<file path="src/rtl/stage_tl_if.sv">
// Memory request/acknowledge port between the translation stage (master) and the data memory (slave).
interface stage_tl_if;
    logic        req;
    logic        we;
    logic [19:0] addr;
    logic [31:0] wdata;
    logic        ack;
    logic [31:0] rdata;

    modport master (output req, output we, output addr, output wdata, input ack, input rdata);
    modport slave  (input req, input we, input addr, input wdata, output ack, output rdata);
endinterface

</file>
<file path="src/rtl/stage_tl.sv">
// Translation/memory stage between EX and WB: dTLB lookup, memory access over a req/ack port,
// and the registered tl_* bundle consumed by WB.
module stage_tl #(
    parameter int unsigned DTLB_ENTRIES = 4,
    parameter logic [31:0] BUBBLE_PC    = 32'hFFFF_FFFF,
    parameter int unsigned THREAD_W     = 2,
    parameter int unsigned REG_W        = 5,
    parameter int unsigned TLBW_W       = 2
) (
    input  logic                clk,
    input  logic                rst,
    input  logic                ex_valid,
    input  logic [THREAD_W-1:0] ex_thread,
    input  logic                ex_isvalid,
    input  logic                ex_itlb_miss,
    input  logic [REG_W-1:0]    ex_dst,
    input  logic [31:0]         ex_pc,
    input  logic [31:0]         ex_r2,
    input  logic [31:0]         ex_alu,
    input  logic                ex_isequal,
    input  logic [31:0]         ex_mul,
    input  logic                ex_flag_mul,
    input  logic                ex_flag_reg,
    input  logic                ex_flag_jump,
    input  logic                ex_flag_branch,
    input  logic                ex_flag_iret,
    input  logic [TLBW_W-1:0]   ex_flag_tlbwrite,
    input  logic                ex_flag_load,
    input  logic                ex_flag_store,
    input  logic                ex_rm4,
    input  logic                dtlb_wen,
    input  logic [19:0]         dtlb_vpn,
    input  logic [7:0]          dtlb_ppn,
    stage_tl_if.master          mem,
    output logic                stall,
    output logic [THREAD_W-1:0] tl_thread,
    output logic                tl_isvalid,
    output logic                tl_itlb_miss,
    output logic                tl_dtlb_miss,
    output logic [REG_W-1:0]    tl_dst,
    output logic [31:0]         tl_pc,
    output logic [31:0]         tl_r2,
    output logic [31:0]         tl_data,
    output logic                tl_isequal,
    output logic [31:0]         tl_mul,
    output logic                tl_flag_mul,
    output logic                tl_flag_reg,
    output logic                tl_flag_jump,
    output logic                tl_flag_branch,
    output logic                tl_flag_iret,
    output logic [TLBW_W-1:0]   tl_flag_tlbwrite,
    output logic                tl_flag_load,
    output logic                tl_flag_store
);
    localparam int unsigned VIC_W = (DTLB_ENTRIES > 1) ? $clog2(DTLB_ENTRIES) : 1;

    typedef struct packed {
        logic [THREAD_W-1:0] thread;
        logic                isvalid;
        logic                itlb_miss;
        logic                dtlb_miss;
        logic [REG_W-1:0]    dst;
        logic [31:0]         pc;
        logic [31:0]         r2;
        logic [31:0]         data;
        logic                isequal;
        logic [31:0]         mul;
        logic                flag_mul;
        logic                flag_reg;
        logic                flag_jump;
        logic                flag_branch;
        logic                flag_iret;
        logic [TLBW_W-1:0]   flag_tlbwrite;
        logic                flag_load;
        logic                flag_store;
    } bundle_t;

    typedef enum logic {IDLE, MEM_WAIT} state_t;

    state_t             state_q, state_d;
    bundle_t            tl_q, tl_d, held_q, held_d;
    logic               stall_q, stall_d;
    logic               req_q, req_d, we_q, we_d;
    logic [19:0]        addr_q, addr_d;
    logic [31:0]        wdata_q, wdata_d;
    logic               valid_q [DTLB_ENTRIES];
    logic               valid_d [DTLB_ENTRIES];
    logic [19:0]        vpn_q   [DTLB_ENTRIES];
    logic [19:0]        vpn_d   [DTLB_ENTRIES];
    logic [7:0]         ppn_q   [DTLB_ENTRIES];
    logic [7:0]         ppn_d   [DTLB_ENTRIES];
    logic [VIC_W-1:0]   victim_q, victim_d;

    bundle_t            ex_b, bubble_b;
    logic               lk_hit, fill_hit, is_mem;
    logic [7:0]         lk_ppn;
    logic [VIC_W-1:0]   fill_idx;
    logic [19:0]        paddr;

    // Incoming EX bundle in output layout; tl_data defaults to the ALU result.
    always_comb begin
        ex_b = '{thread: ex_thread, isvalid: ex_isvalid, itlb_miss: ex_itlb_miss, dtlb_miss: 1'b0,
                 dst: ex_dst, pc: ex_pc, r2: ex_r2, data: ex_alu, isequal: ex_isequal, mul: ex_mul,
                 flag_mul: ex_flag_mul, flag_reg: ex_flag_reg, flag_jump: ex_flag_jump,
                 flag_branch: ex_flag_branch, flag_iret: ex_flag_iret,
                 flag_tlbwrite: ex_flag_tlbwrite, flag_load: ex_flag_load, flag_store: ex_flag_store};
        bubble_b    = '0;
        bubble_b.pc = BUBBLE_PC;
    end

    // Associative searches on current contents; lowest matching index wins.
    always_comb begin
        lk_hit   = 1'b0;
        lk_ppn   = 8'h00;
        fill_hit = 1'b0;
        fill_idx = '0;
        for (int i = 0; i < int'(DTLB_ENTRIES); i++) begin
            if (!lk_hit && valid_q[i] && (vpn_q[i] == ex_alu[31:12])) begin
                lk_hit = 1'b1;
                lk_ppn = ppn_q[i];
            end
            if (!fill_hit && valid_q[i] && (vpn_q[i] == dtlb_vpn)) begin
                fill_hit = 1'b1;
                fill_idx = VIC_W'(i);
            end
        end
    end

    always_comb begin
        state_d  = state_q;
        tl_d     = bubble_b;
        held_d   = held_q;
        req_d    = req_q;
        we_d     = we_q;
        addr_d   = addr_q;
        wdata_d  = wdata_q;
        valid_d  = valid_q;
        vpn_d    = vpn_q;
        ppn_d    = ppn_q;
        victim_d = victim_q;
        is_mem   = (ex_flag_load || ex_flag_store) && ex_isvalid && !ex_itlb_miss;
        paddr    = ex_rm4 ? ex_alu[19:0] : {lk_ppn, ex_alu[11:0]};

        case (state_q)
            IDLE: begin
                if (ex_valid) begin
                    if (!is_mem) begin
                        tl_d = ex_b;
                    end else if (ex_rm4 || lk_hit) begin
                        held_d  = ex_b;
                        req_d   = 1'b1;
                        we_d    = ex_flag_store;
                        addr_d  = paddr;
                        wdata_d = ex_r2;
                        state_d = MEM_WAIT;
                    end else begin
                        tl_d           = ex_b;
                        tl_d.isvalid   = 1'b0;
                        tl_d.dtlb_miss = 1'b1;
                    end
                end
            end
            MEM_WAIT: begin
                if (mem.ack) begin
                    tl_d = held_q;
                    if (held_q.flag_load) tl_d.data = mem.rdata;
                    req_d   = 1'b0;
                    we_d    = 1'b0;
                    state_d = IDLE;
                end
            end
            default: state_d = IDLE;
        endcase

        // Refill: update an existing mapping in place, otherwise replace round-robin.
        if (dtlb_wen) begin
            if (fill_hit) begin
                ppn_d[fill_idx] = dtlb_ppn;
            end else begin
                valid_d[victim_q] = 1'b1;
                vpn_d[victim_q]   = dtlb_vpn;
                ppn_d[victim_q]   = dtlb_ppn;
                victim_d          = victim_q + VIC_W'(1);
            end
        end
        stall_d = (state_d == MEM_WAIT);
    end

    always_ff @(posedge clk) begin
        if (rst) begin
            state_q  <= IDLE;
            tl_q     <= bubble_b;
            held_q   <= '0;
            stall_q  <= 1'b0;
            req_q    <= 1'b0;
            we_q     <= 1'b0;
            addr_q   <= '0;
            wdata_q  <= '0;
            valid_q  <= '{default: 1'b0};
            vpn_q    <= '{default: '0};
            ppn_q    <= '{default: '0};
            victim_q <= '0;
        end else begin
            state_q  <= state_d;
            tl_q     <= tl_d;
            held_q   <= held_d;
            stall_q  <= stall_d;
            req_q    <= req_d;
            we_q     <= we_d;
            addr_q   <= addr_d;
            wdata_q  <= wdata_d;
            valid_q  <= valid_d;
            vpn_q    <= vpn_d;
            ppn_q    <= ppn_d;
            victim_q <= victim_d;
        end
    end

    assign stall            = stall_q;
    assign mem.req          = req_q;
    assign mem.we           = we_q;
    assign mem.addr         = addr_q;
    assign mem.wdata        = wdata_q;
    assign tl_thread        = tl_q.thread;
    assign tl_isvalid       = tl_q.isvalid;
    assign tl_itlb_miss     = tl_q.itlb_miss;
    assign tl_dtlb_miss     = tl_q.dtlb_miss;
    assign tl_dst           = tl_q.dst;
    assign tl_pc            = tl_q.pc;
    assign tl_r2            = tl_q.r2;
    assign tl_data          = tl_q.data;
    assign tl_isequal       = tl_q.isequal;
    assign tl_mul           = tl_q.mul;
    assign tl_flag_mul      = tl_q.flag_mul;
    assign tl_flag_reg      = tl_q.flag_reg;
    assign tl_flag_jump     = tl_q.flag_jump;
    assign tl_flag_branch   = tl_q.flag_branch;
    assign tl_flag_iret     = tl_q.flag_iret;
    assign tl_flag_tlbwrite = tl_q.flag_tlbwrite;
    assign tl_flag_load     = tl_q.flag_load;
    assign tl_flag_store    = tl_q.flag_store;
endmodule

</file>
<file path="src/flat_wrapper.sv">
// flat-port wrapper written by rule: the top's interface ports become plain ports
module stage_tl_flat 
#(
    parameter int unsigned DTLB_ENTRIES = 4,
    parameter logic [31:0] BUBBLE_PC    = 32'hFFFF_FFFF,
    parameter int unsigned THREAD_W     = 2,
    parameter int unsigned REG_W        = 5,
    parameter int unsigned TLBW_W       = 2
)
  (clk, rst, ex_valid, ex_thread, ex_isvalid, ex_itlb_miss, ex_dst, ex_pc, ex_r2, ex_alu, ex_isequal, ex_mul, ex_flag_mul, ex_flag_reg, ex_flag_jump, ex_flag_branch, ex_flag_iret, ex_flag_tlbwrite, ex_flag_load, ex_flag_store, ex_rm4, dtlb_wen, dtlb_vpn, dtlb_ppn, stall, tl_thread, tl_isvalid, tl_itlb_miss, tl_dtlb_miss, tl_dst, tl_pc, tl_r2, tl_data, tl_isequal, tl_mul, tl_flag_mul, tl_flag_reg, tl_flag_jump, tl_flag_branch, tl_flag_iret, tl_flag_tlbwrite, tl_flag_load, tl_flag_store, mem_req, mem_we, mem_addr, mem_wdata, mem_ack, mem_rdata);
  stage_tl_if mem_i ();
  input  logic clk;
  input  logic rst;
  input  logic ex_valid;
  input  logic [THREAD_W-1:0] ex_thread;
  input  logic ex_isvalid;
  input  logic ex_itlb_miss;
  input  logic [REG_W-1:0] ex_dst;
  input  logic [31:0] ex_pc;
  input  logic [31:0] ex_r2;
  input  logic [31:0] ex_alu;
  input  logic ex_isequal;
  input  logic [31:0] ex_mul;
  input  logic ex_flag_mul;
  input  logic ex_flag_reg;
  input  logic ex_flag_jump;
  input  logic ex_flag_branch;
  input  logic ex_flag_iret;
  input  logic [TLBW_W-1:0] ex_flag_tlbwrite;
  input  logic ex_flag_load;
  input  logic ex_flag_store;
  input  logic ex_rm4;
  input  logic dtlb_wen;
  input  logic [19:0] dtlb_vpn;
  input  logic [7:0] dtlb_ppn;
  output logic stall;
  output logic [THREAD_W-1:0] tl_thread;
  output logic tl_isvalid;
  output logic tl_itlb_miss;
  output logic tl_dtlb_miss;
  output logic [REG_W-1:0] tl_dst;
  output logic [31:0] tl_pc;
  output logic [31:0] tl_r2;
  output logic [31:0] tl_data;
  output logic tl_isequal;
  output logic [31:0] tl_mul;
  output logic tl_flag_mul;
  output logic tl_flag_reg;
  output logic tl_flag_jump;
  output logic tl_flag_branch;
  output logic tl_flag_iret;
  output logic [TLBW_W-1:0] tl_flag_tlbwrite;
  output logic tl_flag_load;
  output logic tl_flag_store;
  output wire logic [$bits(mem_i.req)-1:0] mem_req;
  output wire logic [$bits(mem_i.we)-1:0] mem_we;
  output wire logic [$bits(mem_i.addr)-1:0] mem_addr;
  output wire logic [$bits(mem_i.wdata)-1:0] mem_wdata;
  input wire logic [$bits(mem_i.ack)-1:0] mem_ack;
  input wire logic [$bits(mem_i.rdata)-1:0] mem_rdata;
  assign mem_req = mem_i.req;
  assign mem_we = mem_i.we;
  assign mem_addr = mem_i.addr;
  assign mem_wdata = mem_i.wdata;
  assign mem_i.ack = mem_ack;
  assign mem_i.rdata = mem_rdata;
  stage_tl #(.DTLB_ENTRIES(DTLB_ENTRIES), .BUBBLE_PC(BUBBLE_PC), .THREAD_W(THREAD_W), .REG_W(REG_W), .TLBW_W(TLBW_W)) u_core (.clk(clk), .rst(rst), .ex_valid(ex_valid), .ex_thread(ex_thread), .ex_isvalid(ex_isvalid), .ex_itlb_miss(ex_itlb_miss), .ex_dst(ex_dst), .ex_pc(ex_pc), .ex_r2(ex_r2), .ex_alu(ex_alu), .ex_isequal(ex_isequal), .ex_mul(ex_mul), .ex_flag_mul(ex_flag_mul), .ex_flag_reg(ex_flag_reg), .ex_flag_jump(ex_flag_jump), .ex_flag_branch(ex_flag_branch), .ex_flag_iret(ex_flag_iret), .ex_flag_tlbwrite(ex_flag_tlbwrite), .ex_flag_load(ex_flag_load), .ex_flag_store(ex_flag_store), .ex_rm4(ex_rm4), .dtlb_wen(dtlb_wen), .dtlb_vpn(dtlb_vpn), .dtlb_ppn(dtlb_ppn), .mem(mem_i), .stall(stall), .tl_thread(tl_thread), .tl_isvalid(tl_isvalid), .tl_itlb_miss(tl_itlb_miss), .tl_dtlb_miss(tl_dtlb_miss), .tl_dst(tl_dst), .tl_pc(tl_pc), .tl_r2(tl_r2), .tl_data(tl_data), .tl_isequal(tl_isequal), .tl_mul(tl_mul), .tl_flag_mul(tl_flag_mul), .tl_flag_reg(tl_flag_reg), .tl_flag_jump(tl_flag_jump), .tl_flag_branch(tl_flag_branch), .tl_flag_iret(tl_flag_iret), .tl_flag_tlbwrite(tl_flag_tlbwrite), .tl_flag_load(tl_flag_load), .tl_flag_store(tl_flag_store));
endmodule
</file>
<file path="config.mk">
export PLATFORM = sky130hd
export DESIGN_NAME = stage_tl_flat
export DESIGN_NICKNAME = d
export VERILOG_FILES = /design/src/rtl/stage_tl_if.sv /design/src/rtl/stage_tl.sv /design/src/flat_wrapper.sv
export SDC_FILE = /design/constraint.sdc
export NUM_CORES = 1
export LEC_CHECK = 0
export CORE_MARGIN = 3
export CORE_UTILIZATION = 51
export DETAILED_ROUTE_END_ITERATION = 7
export GPL_TIMING_DRIVEN = 0
export PLACE_DENSITY = 0.82
export SLEW_MARGIN = 40
export SYNTH_ARGS = -nofsm -noshare
export SYNTH_HDL_FRONTEND = slang
export SYNTH_SLANG_ARGS = --single-unit
</file>
<file path="constraint.sdc">
create_clock -name clk -period 2.4 [get_ports clk]
set_clock_uncertainty 0.05 [all_clocks]
set_input_delay 0.24 -clock clk [delete_from_list [all_inputs] [get_ports clk]]
set_output_delay 0.24 -clock clk [all_outputs]
set_load 0.05 [all_outputs]
</file>
==> impl_metrics.csv <==
group,metric,value,unit
logic_synthesis,synth_area_leaders,"dfxtp_1, nand3_1, a21oi_1",
global_route,grt_remaining_overflow,0,
critical_path,cp_max_fo,8,
clock_network,path_clk_slew,60,ps
sta,finalSetupViolCount,298,
pwr,pwr-share-comb,16.9,%
floorplan,dieWidth,196,um
sta,worst_pin_slew,963,ps
sta,final_max_slew_viol_count,0,
finish,nets,2726,
critical_path,endpoint_kind,"register",
min_path,min_from,"ex_alu[29]",
logic_synthesis,ys_ff_latch,424,
floorplan,ioPinCount,416,
pwr,total_power,17.1,mW
sta,post-route-min-period,2650,ps
logic_synthesis,synth_top_area_cell,"dfxtp_1",
global_route,grt_pass1_vias,18309,
logic_synthesis,yosysUniqueCellTypes,61,
logic_synthesis,syn_area_per_cell,9.11,um2
floorplan,die_height,196,um
pwr,sequentialPowerShare,43.4,%
sta,finalWorstSetupSlack,-248,ps
routing,first_pass_iters,6,
routing,dr.first_iter.drc_count,2365,
routing,ant_nets,0,
logic_synthesis,post-synth-top-count-cell,"dfxtp_1",
clock_network,cts.path.max_buffers,3,
logic_synthesis,synth_top_flop_cell,"dfxtp_1",
placement,placed_area,22700,um2
pwr,p_int,12.3,mW
finish,fill_cells,2373,
placement,place_inst,2848,
pwr,clkPwrFrac,39.7,%
floorplan,core_area,35100,um2
min_path,hold_depth,2,
critical_path,start_kind,"register",
pwr,ir_drop,608,uV
critical_path,timing.rr.end,"u_core.mem.addr[2]",
flow_run,maxCapViolCount,0,
clock_network,cts_max_level,2,
status,outcome,"complete, but fails checks",
critical_path,worstRegToRegCells,9,
floorplan,initial_core_util,52.5,%
global_route,grt_usage,38.2,%
logic_synthesis,yosys.area.top_type_share,46.1,%
logic_synthesis,synthesis.area,18400,um2
critical_path,path_cells,"xor2_1 > nor4_2 > nand3_1 > or2_4 > a41o_4 > buf_12 > clkbuf_16 > o21ai_1 > a21oi_1",
clock_network,ctsRootBufferMaster,"clkbuf_16",
clock_network,cts_tree,"yes",
logic_synthesis,synthCells,2021,
logic_synthesis,synth_fp_nets,2238,
critical_path,crit_slowest_cell,"a41o_4",
critical_path,required,2790,ps
placement,hpwlAfterDp,53500,um
pwr,p_sw_share,28.4,%
sta,rsz0062_at_grt,"true",
pwr,p_per_area,644,nW/um2
logic_synthesis,yosysSeqAreaShare,46.1,%
floorplan,fp.dieArea,38400,um2
finish,syn2layout_area_growth,44.4,%
sta,max_freq,378,MHz
placement,port_buffers,372,
pwr,p_sw,4.86,mW
logic_synthesis,async_flop_share,0,%
critical_path,arrival,3040,ps
critical_path,ff2ff_setup_slack,-250,ps
floorplan,rows,68,
sta,slew_headroom,35.8,%
finish,fin_area,26600,um2
routing,wl_per_cell,26.4,um
logic_synthesis,ys_warn_count,0,
global_route,antenna_found_initial,6,
global_route,grt_start_max_net_pins,14,
placement,gp_congestion,0.951,
status,violations,"negative setup slack",
critical_path,critical_path_class,"register to register",
min_path,min_to,"u_core.tl_data[29]",
pwr,p_leak,9.34,nW
sta,post-route-period-util,110,%
clock_network,cts.sinks,424,
routing,routed_via_density,6.41,
sta,hold_viol,0,
clock_network,clk_latency,580,ps
placement,dp_slack,-817,ps
critical_path,r2r-start,"u_core.vpn_q[8]",
routing,vias,19232,
min_path,min_path_type,"primary input to register",
finish,reg.largest.list,"u_core.held_q: 135 flops, u_core.vpn_q: 80 flops",
finish,largest_register,"u_core.held_q",
finish,drive_above_1_share,21.5,%
routing,drc,0,
finish,final-instance-count-excl-fill,3000,
finish,largest_reg_flops,135,
sta,holdWs,16.3,ps
logic_synthesis,synth.top_cells.by_count,"dfxtp_1, nand3_1, a21oi_1, o21ai_0, clkbuf_1",
logic_synthesis,synth_edf_count,0,
routing,routed_wl,79300,um
global_route,grt_first_pass_wirelength,113000,um
critical_path,critPathMaxStageDelay,380,ps
clock_network,cts_made_buffers,44,
## metrics by stage
stage               util, %  setup TNS [ps]
finish                 75.9          -34960
global route           75.9          -34810
CTS                    73.2           -4050
detailed placement     64.8         -224790
global placement       64.8         -224920
floorplan                 -               0
## worst max-delay path, delay by kind of cell (launching register included)
kind,cells,cell delay [ps]
XOR/XNOR,1,190
buffers and inverters,2,340
flip-flops,1,360
AO/OA/AOI/OAI,3,680
AND/OR/NAND/NOR,3,900
## area by class of cell
type,instances,area [um2],area share (%)
multi-input cells,1309,9550,35.9
flip-flops and latches,424,8530,32.1
repair buffers,442,4500,16.9
plain buffers,262,1930,7.26
clock buffers,66,1320,4.95
well taps,455,569,2.14
inverters,26,97.6,0.367
clock inverters,10,88.8,0.334
diodes,6,15.0,0.0565
## layout by cell type, fill, tap and decap left out, types with 11 or more instances in the layout
cell and n:
mux2i_1 40, dfxtp_2 32, o2bb2ai_1 32, buf_6 28, dfxtp_1 391, buf_4 104
nor2_1 17, clkbuf_2 11, xnor2_2 21, xnor2_1 69, o22a_1 32, o21ai_0 33
clkbuf_1 102, o21ai_1 90, a22o_1 78, inv_1 26, clkdlybuf4s50_1 372, buf_2 25
xor2_1 63, a21oi_1 239, nor3_1 11, nand3_1 271, clkbuf_16 62, a21oi_2 11
dlygate4sd3_1 24, nand4_1 30, clkbuf_8 19, o21ai_2 120
## power by group through the flow
stage	sequential (mW)	clock [mW]	combinational, mW
after floorplan	7.91	0	1.05
after global routing	7.45	7.06	2.99
after detailed placement	7.56	0	2.44
final	7.43	6.80	2.89
after CTS	7.41	6.77	2.67
after global placement	7.55	0	2.42
## cells by family after synthesis
family                     synth area share (%)
adders and majority gates                 0.272
xor gates and xnor gates                   7.66
buffers and inverters                      8.52
and+or+nand+nor                            11.3
DFF                                        46.1
AOI/OAI and AO/OA                          24.0
muxes                                      2.17
## what timing repair did
item,in CTS,in global routing
gates resized for setup,289,261
hold buffers,24,0
hold endpoints to repair,74,0
pin swaps,57,35
buffers inserted,17,13
endpoints found under the setup margin,412,417
cloned,13,4
## metal layers
layer  share of wire (%)  vias up  GRT usage [%]
met1                  36     9255           46.9
met4                 6.8        2           21.0
li1                    -     8302              -
met2                  46     1302           62.1
met3                  11      371           9.05
met5               0.025        -              0
## worst max-delay path by stage
stage	from	to	slack (ps)	cells after the start
after floorplan	ex_alu[16]	u_core.held_q[130]	160	11
after global placement	ex_alu[13]	u_core.mem.addr[14]	-820	11
after detailed placement	ex_alu[13]	u_core.mem.addr[13]	-820	11
after CTS	u_core.vpn_q[8]	u_core.tl_mul[22]	-70	10
after global routing	u_core.vpn_q[0]	u_core.mem.addr[2]	-250	9
final	u_core.vpn_q[8]	u_core.mem.addr[2]	-250	9
(Power assumes the default switching activity.)
